--- config.mk ---
export PLATFORM = sky130hd
export DESIGN_NAME = axi_lite_cmd_master
export DESIGN_NICKNAME = d
export VERILOG_FILES = /design/src/rtl/axi_lite_cmd_master.sv
export SDC_FILE = /design/constraint.sdc
export NUM_CORES = 1
export LEC_CHECK = 0
export CORE_AREA = 2 2 98 100
export DETAILED_ROUTE_END_ITERATION = 8
export DIE_AREA = 0 0 100 102
export PLACE_DENSITY_LB_ADDON = 0.25
export SYNTH_ARGS = -nofsm -noshare
export SYNTH_HDL_FRONTEND = slang
export SYNTH_SLANG_ARGS = --single-unit
--- constraint.sdc ---
create_clock -name clock_axi -period 2.5 [get_ports clock_axi]
set_clock_uncertainty 0.2 [all_clocks]
set_input_delay 0.375 -clock clock_axi [delete_from_list [all_inputs] [get_ports clock_axi]]
set_output_delay 0.375 -clock clock_axi [all_outputs]
set_load 0.01 [all_outputs]
--- src/rtl/axi_lite_cmd_master.sv ---
// ============================================================================
// Module  : axi_lite_cmd_master
// Brief   : AXI4-Lite master driven by a valid/ready command port, one
//           transaction outstanding, watchdog-bounded, response on a rsp port.
// Revision: 1.0  initial release
// ============================================================================
`default_nettype none

module axi_lite_cmd_master #(
  parameter int C_AXI_DATA_WIDTH = 32,
  parameter int C_AXI_ADDR_WIDTH = 4,
  parameter int C_TIMEOUT        = 256
) (
  input  logic                          clock_axi,
  input  logic                          reset_axi,
  input  logic                          cmd_valid,
  output logic                          cmd_ready,
  input  logic                          cmd_rnw,
  input  logic [C_AXI_ADDR_WIDTH-1:0]   cmd_addr,
  input  logic [C_AXI_DATA_WIDTH-1:0]   cmd_wdata,
  input  logic [C_AXI_DATA_WIDTH/8-1:0] cmd_wstrb,
  output logic                          rsp_valid,
  input  logic                          rsp_ready,
  output logic [C_AXI_DATA_WIDTH-1:0]   rsp_rdata,
  output logic [1:0]                    rsp_resp,
  output logic                          rsp_timeout,
  output logic [C_AXI_ADDR_WIDTH-1:0]   m_axi_awaddr,
  output logic [2:0]                    m_axi_awprot,
  output logic                          m_axi_awvalid,
  input  logic                          m_axi_awready,
  output logic [C_AXI_DATA_WIDTH-1:0]   m_axi_wdata,
  output logic [C_AXI_DATA_WIDTH/8-1:0] m_axi_wstrb,
  output logic                          m_axi_wvalid,
  input  logic                          m_axi_wready,
  input  logic [1:0]                    m_axi_bresp,
  input  logic                          m_axi_bvalid,
  output logic                          m_axi_bready,
  output logic [C_AXI_ADDR_WIDTH-1:0]   m_axi_araddr,
  output logic [2:0]                    m_axi_arprot,
  output logic                          m_axi_arvalid,
  input  logic                          m_axi_arready,
  input  logic [C_AXI_DATA_WIDTH-1:0]   m_axi_rdata,
  input  logic [1:0]                    m_axi_rresp,
  input  logic                          m_axi_rvalid,
  output logic                          m_axi_rready
);

  localparam int STRB_W = C_AXI_DATA_WIDTH / 8;
  localparam int WD_W   = (C_TIMEOUT > 0) ? $clog2(C_TIMEOUT + 1) : 1;
  localparam logic [WD_W-1:0] WD_LAST = WD_W'((C_TIMEOUT > 0) ? C_TIMEOUT - 1 : 0);
  localparam logic [WD_W-1:0] WD_MAX  = WD_W'((C_TIMEOUT > 0) ? C_TIMEOUT : 0);

  typedef enum logic [2:0] {
    S_IDLE         = 3'd0,
    S_WR_ADDR_DATA = 3'd1,
    S_WR_RESP      = 3'd2,
    S_RD_ADDR      = 3'd3,
    S_RD_DATA      = 3'd4,
    S_RESP         = 3'd5
  } state_t;

  state_t                        state_q;
  logic                          cmd_ready_q;
  logic [C_AXI_ADDR_WIDTH-1:0]   addr_q;
  logic [C_AXI_DATA_WIDTH-1:0]   wdata_q;
  logic [STRB_W-1:0]             wstrb_q;
  logic                          awvalid_q;
  logic                          wvalid_q;
  logic                          bready_q;
  logic                          arvalid_q;
  logic                          rready_q;
  logic                          rsp_valid_q;
  logic [C_AXI_DATA_WIDTH-1:0]   rsp_rdata_q;
  logic [1:0]                    rsp_resp_q;
  logic                          rsp_timeout_q;
  logic [WD_W-1:0]               wdog_q;
  logic [WD_W-1:0]               wdog_d;

  logic w_aw_done;
  logic w_w_done;
  logic w_complete;
  logic w_active;
  logic w_expire;

  // A channel counts as done once its valid has been retired or is being accepted now.
  always_comb begin
    w_aw_done  = !awvalid_q || m_axi_awready;
    w_w_done   = !wvalid_q  || m_axi_wready;
    w_complete = 1'b0;
    case (state_q)
      S_WR_ADDR_DATA: w_complete = w_aw_done && w_w_done;
      S_WR_RESP:      w_complete = m_axi_bvalid && bready_q;
      S_RD_ADDR:      w_complete = arvalid_q && m_axi_arready;
      S_RD_DATA:      w_complete = m_axi_rvalid && rready_q;
      default:        w_complete = 1'b0;
    endcase
  end

  assign w_active = (state_q != S_IDLE) && (state_q != S_RESP);
  assign w_expire = (C_TIMEOUT > 0) && w_active && (wdog_q == WD_LAST);
  assign wdog_d   = (wdog_q == WD_MAX) ? wdog_q : wdog_q + WD_W'(1);

  always_ff @(posedge clock_axi) begin
    if (reset_axi) begin
      state_q       <= S_IDLE;
      cmd_ready_q   <= 1'b0;
      addr_q        <= '0;
      wdata_q       <= '0;
      wstrb_q       <= '0;
      awvalid_q     <= 1'b0;
      wvalid_q      <= 1'b0;
      bready_q      <= 1'b0;
      arvalid_q     <= 1'b0;
      rready_q      <= 1'b0;
      rsp_valid_q   <= 1'b0;
      rsp_rdata_q   <= '0;
      rsp_resp_q    <= 2'b00;
      rsp_timeout_q <= 1'b0;
      wdog_q        <= '0;
    end else begin
      if (w_active) begin
        wdog_q <= wdog_d;
      end
      case (state_q)
        S_IDLE: begin
          cmd_ready_q <= 1'b1;
          if (cmd_valid && cmd_ready_q) begin
            cmd_ready_q <= 1'b0;
            addr_q      <= cmd_addr;
            wdata_q     <= cmd_wdata;
            wstrb_q     <= cmd_wstrb;
            wdog_q      <= '0;
            if (cmd_rnw) begin
              arvalid_q <= 1'b1;
              state_q   <= S_RD_ADDR;
            end else begin
              awvalid_q <= 1'b1;
              wvalid_q  <= 1'b1;
              state_q   <= S_WR_ADDR_DATA;
            end
          end
        end
        S_WR_ADDR_DATA: begin
          if (awvalid_q && m_axi_awready) awvalid_q <= 1'b0;
          if (wvalid_q && m_axi_wready)   wvalid_q  <= 1'b0;
          if (w_complete) begin
            bready_q <= 1'b1;
            state_q  <= S_WR_RESP;
          end
        end
        S_WR_RESP: begin
          if (w_complete) begin
            bready_q      <= 1'b0;
            rsp_rdata_q   <= '0;
            rsp_resp_q    <= m_axi_bresp;
            rsp_timeout_q <= 1'b0;
            rsp_valid_q   <= 1'b1;
            state_q       <= S_RESP;
          end
        end
        S_RD_ADDR: begin
          if (w_complete) begin
            arvalid_q <= 1'b0;
            rready_q  <= 1'b1;
            state_q   <= S_RD_DATA;
          end
        end
        S_RD_DATA: begin
          if (w_complete) begin
            rready_q      <= 1'b0;
            rsp_rdata_q   <= m_axi_rdata;
            rsp_resp_q    <= m_axi_rresp;
            rsp_timeout_q <= 1'b0;
            rsp_valid_q   <= 1'b1;
            state_q       <= S_RESP;
          end
        end
        S_RESP: begin
          if (rsp_ready) begin
            rsp_valid_q <= 1'b0;
            cmd_ready_q <= 1'b1;
            state_q     <= S_IDLE;
          end
        end
        default: state_q <= S_IDLE;
      endcase

      // Watchdog abort overrides the per-state updates; a same-cycle completion wins.
      if (w_expire && !w_complete) begin
        awvalid_q     <= 1'b0;
        wvalid_q      <= 1'b0;
        arvalid_q     <= 1'b0;
        bready_q      <= 1'b0;
        rready_q      <= 1'b0;
        rsp_rdata_q   <= '0;
        rsp_resp_q    <= 2'b10;
        rsp_timeout_q <= 1'b1;
        rsp_valid_q   <= 1'b1;
        state_q       <= S_RESP;
      end
    end
  end

  assign cmd_ready     = cmd_ready_q;
  assign rsp_valid     = rsp_valid_q;
  assign rsp_rdata     = rsp_rdata_q;
  assign rsp_resp      = rsp_resp_q;
  assign rsp_timeout   = rsp_timeout_q;
  assign m_axi_awaddr  = addr_q;
  assign m_axi_awprot  = 3'b000;
  assign m_axi_awvalid = awvalid_q;
  assign m_axi_wdata   = wdata_q;
  assign m_axi_wstrb   = wstrb_q;
  assign m_axi_wvalid  = wvalid_q;
  assign m_axi_bready  = bready_q;
  assign m_axi_araddr  = addr_q;
  assign m_axi_arprot  = 3'b000;
  assign m_axi_arvalid = arvalid_q;
  assign m_axi_rready  = rready_q;

endmodule

`default_nettype wire

## Word level (Yosys, flattened, before mapping)

Index checks and enable logic that the tools add are counted.

| word-level totals | value |
|---|---|
| output and inout port bits | 92 |
| bits of input ports | 86 |
| latch bits | 0 |
| register bits after elaboration | 94 |
| ROM bits | 0 |
| memory bits (writable) | 0 |
| memories kept | 0 |

| operators by class | value |
|---|---|
| bitwise gates (word level) | 0 |
| shift operators | 0 |
| divide/modulo/power cells | 0 |
| magnitude comparators | 0 |
| reduce and logical (&&, ||, !) cells | 42 |
| equal/unequal tests | 26 |
| $mul | 0 |
| add/subtract/negate cells | 1 |
| muxes and demuxes | 41 |

Operators with widths:

| operator | count |
|---|---|
| 32-bit 2-to-1 mux | 2 |
| 32-bit case mux with 2 select lines | 1 |
| 9-bit 2-to-1 mux | 4 |
| 3-bit inequality test (second input constant) | 7 |
| 2-bit inequality test (second input constant) | 10 |
| 3-bit 2-to-1 mux | 6 |
| 2-bit nonzero test | 8 |
| 3-bit case mux with 5 select lines | 1 |
| 3-bit AND reduction | 5 |
| 1-bit 2-to-1 mux | 14 |
| 1-bit case mux with 2 select lines | 7 |
| 4-bit AND reduction | 3 |
| 1-bit logical AND | 10 |
| 5-bit AND reduction | 2 |
| 9-bit by 1-bit adder with 9-bit output (second input constant) | 1 |
| 9-bit by 8-bit equality test with 1-bit output (second input constant) | 1 |
| 9-bit equality test (second input constant) | 1 |
| 3-bit nonzero test | 3 |
| 2-bit 2-to-1 mux | 4 |
| 3-bit by 2-bit equality test with 1-bit output (second input constant) | 2 |
| 3-bit equality test (second input constant) | 2 |
| 2-bit AND reduction | 3 |
| 1-bit case mux with 4 select lines | 1 |
| 2-bit case mux with 2 select lines | 1 |
| 7 further kinds | 11 |

## Logic depth before layout (Yosys ltp)

Gate-level depths: netlist of the first run.

| depth | value |
|---|---|
| depth in word-level cells | 8 |
| depth in mapped cells | 9 |
| depth with buffers taken out | 7 |

## Worst setup path after synthesis of the first run

OpenSTA, ideal clock, no wires.

| timing path | value |
|---|---|
| kind | register -> register |
| start | register state_q[0] |
| end | register rsp_rdata_q[23], in the netlist rsp_rdata[23] |
| period minus slack after synthesis | 2,061 ps |
| stages on the path, launching flop included | 9 |
| setup slack | 439 ps |
| required time | 2,183 ps |
| buffers on the path | 3 |
| library setup time | 117 ps |
| arrival time | 1,745 ps |
| path through | dfxtp_1 -> buf_6 -> nor3b_1 -> and3_4 -> or4_4 -> o21ai_2 -> buf_6 -> buf_6 -> nor2_1 |

| on the way | value |
|---|---|
| cells in the longest elaborated chain, start to end | 5 |
| elaborated cells on any way between the ends | 17 |
| classes of those cells | eq/ne: 7; mux: 2; reduce/logical: 8 |

RTL lines:

| what | RTL line | RTL |
|---|---|---|
| start: declaration | 62 | `state_t state_q;` |
| start signal: assignment | 105 | `state_q <= S_IDLE;` |
| start signal: assignment | 135 | `state_q <= S_RD_ADDR;` |
| start signal: assignment | 139 | `state_q <= S_WR_ADDR_DATA;` |
| branches (longest 5 deep; another with 1-bit case mux with 4 select lines) | -- |  |
| end signal: assignment | 171 | `rsp_rdata_q <= m_axi_rdata;` |
| end: declaration | 73 | `logic [C_AXI_DATA_WIDTH-1:0] rsp_rdata_q;` |

Several ways; the timed one is not identified.
A chain may end at the register's enable or synchronous reset.

## Worst setup path in the final report of the first run

| timing path | value |
|---|---|
| start | register state_q[0] |
| end | register rsp_rdata_q[4], in the netlist rsp_rdata[4] |

The elaborated chain is that of the path after synthesis.

==> results.md, run 1 <==
GRT:
- The total global routing track utilization is 0.187.
- The global-route wire length before repair is 15400 µm.
- The number of global-route vias before repair is 3251.
- The most congested layer reported by global routing is met2.
- The global route total overflow is 0.
- For this run, global-route usage on met1 was measured as 0.232.
- The met3 usage in global routing is 0.0581.
- The maximum number of pins on one net before global-route repair is 46.
- In the global route stage, met2 resource usage came out at 0.309.
- The initial antenna violation count is 0.

Power and ir drop:
- The maximum vdd ir drop is 0.257 mV.
- The power density relative to cell area is 573 mW/mm².
- The post-route total power is 3180 µW.
- For this design the static power due to leakage is 0.00195 µW.

Timing:
- Of the available clock period, the critical path in the final layout requires 0.910.
- The shortest clock period the worst path allows after layout is 2.28 ns.
- Final hold analysis gives a worst-case slack of 0.257 ns.
- Setup repair after global routing left no endpoint under its margin.
- Setup slack closes at 0.225 ns.
- The final number of hold-violating endpoints came to 0.
- The max-slew violation count is 0.
- The setup TNS is 0 ns.
- Setup violations remaining at the end of the flow were counted as 0.
- Static timing analysis puts the maximum clock frequency at 440 MHz.

Setup path:
- The critical path ends at rsp_rdata[4].
- The highest-delay cell along the critical path is or4_4.
- The kind of cell adding the most delay to the critical path is simple AND/OR/NAND/NOR gates.
- The cell that appears most often on the critical path is nor2_1.
- The worst setup path is captured at a register.
- The path length in cells of the critical path is 6.
- The setup check on the worst reg-to-reg path leaves a slack of 0.22 ns.
- Counting both buffers and inverters, the worst setup path holds a total of 1.
- Traced cell by cell, the critical path runs through or2_1 -> nor2_1 -> or4_4 -> o21ai_2 -> buf_12 -> nor2_1.
- In this run the critical register-to-register path is launched from state_q[0].
- STA puts the critical path data required time at 2.53 ns.
- Counting cells, the worst reg-to-reg path comes to 6.
- The maximum cell stage delay along the critical path is 0.51 ns.
- The maximum net fanout on the critical path is 39.
- The signal arrival time at the worst endpoint is 2.31 ns.
- The type of the worst setup path is reg2reg.
- The most critical setup path has its startpoint at state_q[0].
- The startpoint class of the critical path is a register.
- In this run the critical register-to-register path is captured at rsp_rdata[4].

Cells and area:
- The layout overhead on the synthesized area is 54.3%.
- The library cell used most frequently in the layout, excluding fill and tap cells, is clkdlybuf4s50_1.
- The share of cells above drive strength 1 is 0.0594.
- The library cells used most frequently in the layout, excluding fill and tap cells, are clkdlybuf4s50_1, nand2_1, dfxtp_1, a21oi_1, nor2_1.
- The number of nets at the end of the flow is 673.
- 0 antenna diodes ended up in the layout.
- The post-route standard cell area excluding fillers is 0.00555 mm².

Synthesis:
- Summed over all instances, the cell type with the most area after synthesis is dfxtp_1.
- The number of synthesized flops with an enable pin is 0.
- A synthesized cell averages 8.48 µm².
- The async set-reset flop share out of synthesis is 0.
- Summing every instance area after synthesis gives 0.00359 mm².
- After synthesis, the cell types taking the most area are dfxtp_1, nand2_1, a21oi_1.
- The synthesized netlist contains 41 unique library cells.
- The post-synthesis instance total is 424.
- The main flop type after synthesis is dfxtp_1.
- The sequential share of the synthesized area is 0.523.
- Synthesis inferred 94 register bits.
- The share of synthesized area in the top cell type comes to 0.523.
- The count of warnings emitted by yosys is 0.

Placed design:
- Detailed placement finished with a half-perimeter wire length of 7010 µm.
- Prior to clock tree synthesis, the placed netlist has a worst setup slack of 0.0196 ns.
- The routability congestion estimate from global placement is 0.869.
- In this run the cell area measured after placement is 0.00537 mm².
- Port buffering added 171 buffers.

Clocking:
- The later pin in the worst-skew pair is clocked with a latency of 0.34 ns.
- The clock tree from TritonCTS is yes.
- The number of sinks driven by the clock tree is 94.
- CTS placed an instance of clkbuf_8 at the clock tree root.
- Buffers inserted during clock tree synthesis total 9.
- The number of buffers on the longest clock path is 2.
- The clock tree synthesis step divided the H-tree into 3 levels.
- The clock transition at the registers of the reported paths is 0.09 ns.
- Hold repair after CTS inserted 0 buffers.
- Buffers added to address setup during post-CTS repair amount to 0.
- The quantity of gates resized following cts is 0.

Routing:
- The number of detailed-route iterations in the first pass is 4.
- In the routed design, unresolved DRC markers number 0.
- The total number of vias is 3470.
- After the first detailed-routing iteration, the DRC count stood at 124.
- Wires add up to 9770 µm.
- In the routed layout, each cell is associated on average with a via count of 4.96.
- The antenna violation net count after detailed routing is 0.
- After detailed routing, the average wire length per cell comes to 14.0 µm.

Floorplanning:
- For this design the top-level I/O count stands at 178.
- The core area is 0.00911 mm².
- The width of the chip is 100 µm.
- For this configuration, the core starts out at a cell density of 0.395.
- The floorplan row count is 35.
- From bottom edge to top edge, the die measures 102 µm.
- The die area is 0.0102 mm².

Min path:
- The tightest min-delay check is of the reg2reg type.

Job:
- Max-cap violations in this run came to 0.

Status:
- The flow ran to the end, and the final reports show no timing, DRC or antenna violations.
==> cell type report <==
class                   count  area, µm²
clock buffers              11        141
clock inverters             5       35.0
fillers                   816       3560
inverters                   6       22.5
multi-input cells         291       1510
flip-flops and latches     94       1880
well taps                 111        139
repair buffers            182       1820
==> cells in the mapped netlist (2+ instances only) <==
| cell type | number |
|---|---|
| a21oi_1 | 51 |
| or3_1 | 2 |
| nor3_1 | 2 |
| nand2b_1 | 4 |
| buf_2 | 4 |
| a311oi_1 | 2 |
| mux2i_1 | 2 |
| inv_1 | 6 |
| clkbuf_1 | 19 |
| xor2_1 | 2 |
| nand2_1 | 98 |
| nand4_1 | 2 |
| and3_1 | 2 |
| dfxtp_1 | 94 |
| or2_1 | 2 |
| a31oi_1 | 4 |
| a22oi_1 | 32 |
| nand3_1 | 6 |
| ha_1 | 3 |
| xnor2_1 | 4 |
| nor2_1 | 47 |
| buf_1 | 2 |
| buf_6 | 3 |
| nor4_1 | 3 |
| buf_4 | 10 |
| nor3b_1 | 2 |
| mux2_2 | 2 |
==> flip-flops by register name, indices dropped and copies added, names as in the netlist, 2 cells and up <==
signal / flops
m_axi_wdata: 32
rsp_rdata: 32
m_axi_wstrb: 4
wdog_q: 9
m_axi_araddr: 4
rsp_resp: 2
state_q: 3
==> worst min-delay path, stage by stage (launching register included) <==
cell	delay (ns)
dfxtp_1	0.31
nand2_1	0.05
a21oi_1	0.05
==> metrics by stage <==
stage,cells,util
global route,700,0.609
global placement,684,0.590
floorplan,429,-
finish,700,0.609
detailed placement,684,0.590
CTS,700,0.609
==> cell families (layout without fill, tap and decap cells) <==
| logic type | after synthesis | after routing | synth area share |
|---|---|---|---|
| compound gates | 94 | 94 | 0.162 |
| xor+xnor | 6 | 6 | 0.0146 |
| fa+ha+maj | 3 | 3 | 0.0104 |
| buf+inv | 44 | 204 | 0.0640 |
| flops | 94 | 94 | 0.523 |
| mux | 4 | 4 | 0.0118 |
| other cells | 1 | 6 | 0.00104 |
| simple gates | 178 | 178 | 0.213 |
==> worst min-delay path by stage <==
stage / startpoint / end / depth (start not counted)
after floorplan: wdog_q[1] / wdog_q[1] / 2
after global placement: m_axi_wdata[9] / m_axi_wdata[9] / 2
after detailed placement: m_axi_wstrb[0] / m_axi_wstrb[0] / 2
after CTS: m_axi_wstrb[0] / m_axi_wstrb[0] / 2
after global routing: m_axi_wdata[5] / m_axi_wdata[5] / 2
final: m_axi_wdata[28] / m_axi_wdata[28] / 2
==> routing by layer <==
layer / part of all wire / routed length [µm] / up-vias
met5: 0 / 0 / -
met4: 0.016 / 154 / 0
met3: 0.094 / 916 / 13
met2: 0.46 / 4510 / 153
met1: 0.43 / 4180 / 1577
li1: - / - / 1727
==> power by group <==
| group | internal (µW) | switching [µW] |
|---|---|---|
| Combinational | 348 | 295 |
| Clock | 387 | 511 |
| Sequential | 1580 | 59.6 |
| Total | 2310 | 866 |
Power figures use the tool's default switching activity.
==> run 2, diff against run 1 <==
Settings changed: GPL_TIMING_DRIVEN set to 0.
==> run 2 against run 1 <==
Net effect:
- sequential share of layout area is 0.68 points lower
- maximum frequency shrank 0.54%
- register-to-register slack hardly changed
- critical endpoint is now m_axi_wdata[21]
- core utilization grew 1.2 points
- largest power group unchanged
- non-clock buffer count rose by 26
- wire length increased by 2.3%
- global-route usage rose by 0.38 points
==> results.md, run 2 (synthesized netlist as in run 1, its figures left out) <==
Setup path:
- For this run, the slowest stage of the critical path takes 0.53 ns.
- The type of the worst setup path is reg2reg.
- The signal arrival time at the worst endpoint is 2.37 ns.
- The largest individual stage delay along the critical path comes from the cell nor3_2.
- The startpoint class of the critical path is a register.
- The maximum net fanout on the critical path is 10.
- The critical path goes through buf_6 -> or2_1 -> buf_2 -> nor3_2 -> clkbuf_1 -> nand2_1 -> a21oi_1.
- The kind of cell adding the most delay to the critical path is simple AND/OR/NAND/NOR gates.
- STA classifies the critical path endpoint as a register.
- The critical path contains buffers and inverters numbering 3 combined.
- STA puts the critical path data required time at 2.59 ns.

Routing:
- After detailed routing, the number of vias per cell comes to 4.90.
- For this run, design rule violations remaining after detail routing come to 0.
- The antenna violation net count after detailed routing is 0.
- The total wire length after detailed routing is 9990 µm.
- For this block, the initial DRC count from the detailed router was 79.
- The number of detailed-route iterations in the first pass is 6.
- The post-detailed-route wirelength per cell is 13.8 µm.
- The routed layout has 3561 vias.

Placed design:
- In this run the tool buffered the top-level ports with 170 buffer cells.
- In this run the cell area measured after placement is 0.00545 mm².
- The HPWL after detailed placement is 7560 µm.
- The congestion estimate from routability-driven global placement came to 0.839.
- Counting tap cells, the placed design contains a total of 710 instances.

Cells and area:
- The layout overhead on the synthesized area is 57.5%.
- After routing the design area is 0.00566 mm².
- The final non-filler cell total is 726.
- The antenna diode count is 0.
- At the end of the flow, the number of nets in the layout was 699.
- The most common cell after layout, fill and taps aside is clkdlybuf4s50_1.
- The share of cells above drive strength 1 is 0.0683.
- The top cell types in the final layout, fill and taps aside, are clkdlybuf4s50_1, nand2_1, dfxtp_1, a21oi_1, nor2_1.

Power and ir drop:
- The maximum vdd ir drop is 0.289 mV.
- For this design the ratio of total power to cell area is 589 mW/mm².
- The analysis attributes to cell leakage a power of 0.00203 µW.

Timing:
- The transition time at the pin with the least slew margin is 0.626 ns.
- The worst path needs 2.29 ns of the cycle, external delays included.
- The relative slew slack is 0.580.
- Setup repair after global routing left no endpoint under its margin.
- The highest clock frequency the design can meet is 437 MHz.
- The max-slew violation count is 0.
- The final number of hold-violating endpoints is 0.
- Dividing the final minimum period by the clock period gives 0.915.
- Setup violations remaining at the end of the flow were counted as 0.

Floorplanning:
- The number of primary I/O pins is 178.
- The chip height is 102 µm.
- In this run the horizontal extent of the chip is 100 µm.
- The floorplan row count is 35.
- The core area is 0.00911 mm².
- The die covers 0.0102 mm².
- The initial utilization of the core area, before any placement, comes to 0.395.

Clocking:
- The number of buffers added by the clock tree synthesis step is 9.
- The number of buffers on the longest clock path is 2.
- The number of hold-repair buffers added at the cts stage is 0.
- Buffers added to address setup during post-CTS repair amount to 0.
- The clock transition at the registers of the reported paths is 0.09 ns.
- The root buffer cell is clkbuf_8.
- TritonCTS built the clock tree.
- The number of sinks driven by the clock tree is 94.
- The H-tree generated during clock tree synthesis spans 3 levels.
- Post-CTS repair changed the size of 0 cells.
- The clock insertion delay at the later pin of the skew report is 0.36 ns.

GRT:
- The initial antenna violation count was 0.
- The first global-routing pass estimated 15500 µm of wire.
- Across every metal layer, demand over resource in global routing totals 0.191.
- For this run the aggregate overflow at the end of global routing stands at 0.
- Entering global routing, the biggest net connects 17 pins.
- The number of global-route vias before repair came to 3358.

Min path:
- The type of the most critical hold path is reg2reg.

Job:
- The max-capacitance violation count is 0.

Status:
- The run finished with clean final reports.
[run 2: changes by cell type in the layout (fill, tap and decap cells not counted), sizes merged]
cell	previous run	this run
clkbuf	11	29
inv	6	8
bufinv	0	1
clkdlybuf4s50	171	170
buf	11	19
clkinvlp	4	1
clkinv	1	2
[run 2: layout make-up]
type	instances	area, µm²
buffer	38	208
clock buffer	10	138
clock inverter	6	68.8
fill	801	3450
inverter	6	22.5
multi-input combinational	291	1500
sequential	94	1880
tap	111	139
timing repair buffer	170	1700
[run 2: path summary, 6_finish.rpt]
path | end | startpoint | cells past startpoint | slack (ns)
worst max-delay path | m_axi_wdata[21] | state_q[0] | 7 | 0.21
worst min-delay path | m_axi_wdata[27] | m_axi_wdata[27] | 2 | 0.26
worst max register to register | m_axi_wdata[21] | state_q[0] | 7 | 0.21
worst min register to register | m_axi_wdata[27] | m_axi_wdata[27] | 2 | 0.26
[run 2: stage by stage]
step	total power [µW]	setup slack, ns	util	setup TNS (ns)	hold slack [ns]
2_1_floorplan	1980	0.439	-	0	0.261
3_3_place_gp	2320	-0.0389	0.599	-0.375	0.241
3_5_place_dp	2330	-0.0921	0.599	-1.85	0.246
4_1_cts	3370	0.186	0.621	0	0.259
5_1_grt	3500	0.00865	0.621	0	0.280
6_report	3340	0.212	0.621	0	0.258
[run 2: worst min-delay path: cells and delay by family, from the launching register on]
family,cells,cell delay [ns]
AO/OA/AOI/OAI,1,0.05
flip-flops,1,0.31
AND/OR/NAND/NOR,1,0.05
[run 2: per-layer routing]
layer	vias to the layer above	GRT usage	share of wire
met5	-	0	0
met4	0	0.0643	0.017
met1	1616	0.226	0.43
met3	13	0.0848	0.10
met2	147	0.312	0.45
li1	1785	-	-
[run 2: report_power, final]
part / leakage, µW / switching, µW / total [µW] / internal [µW]
registers: 0.000761 / 51.4 / 1630 / 1580
logic: 0.00117 / 310 / 666 / 356
clock network: 0.000103 / 542 / 1040 / 497
==> run 3, diff against run 2 <==
--- a/constraint.sdc
+++ b/constraint.sdc
@@ -3,3 +3,3 @@
 set_input_delay 0.375 -clock clock_axi [delete_from_list [all_inputs] [get_ports clock_axi]]
 set_output_delay 0.375 -clock clock_axi [all_outputs]
-set_load 0.01 [all_outputs]
+set_load 0.005 [all_outputs]
==> results of run 3 <==
Same layout as run 2 (identical final DEF). Status: finished, final reports clean.
Among the figures that moved: total power 3340 µW -> 3310 µW
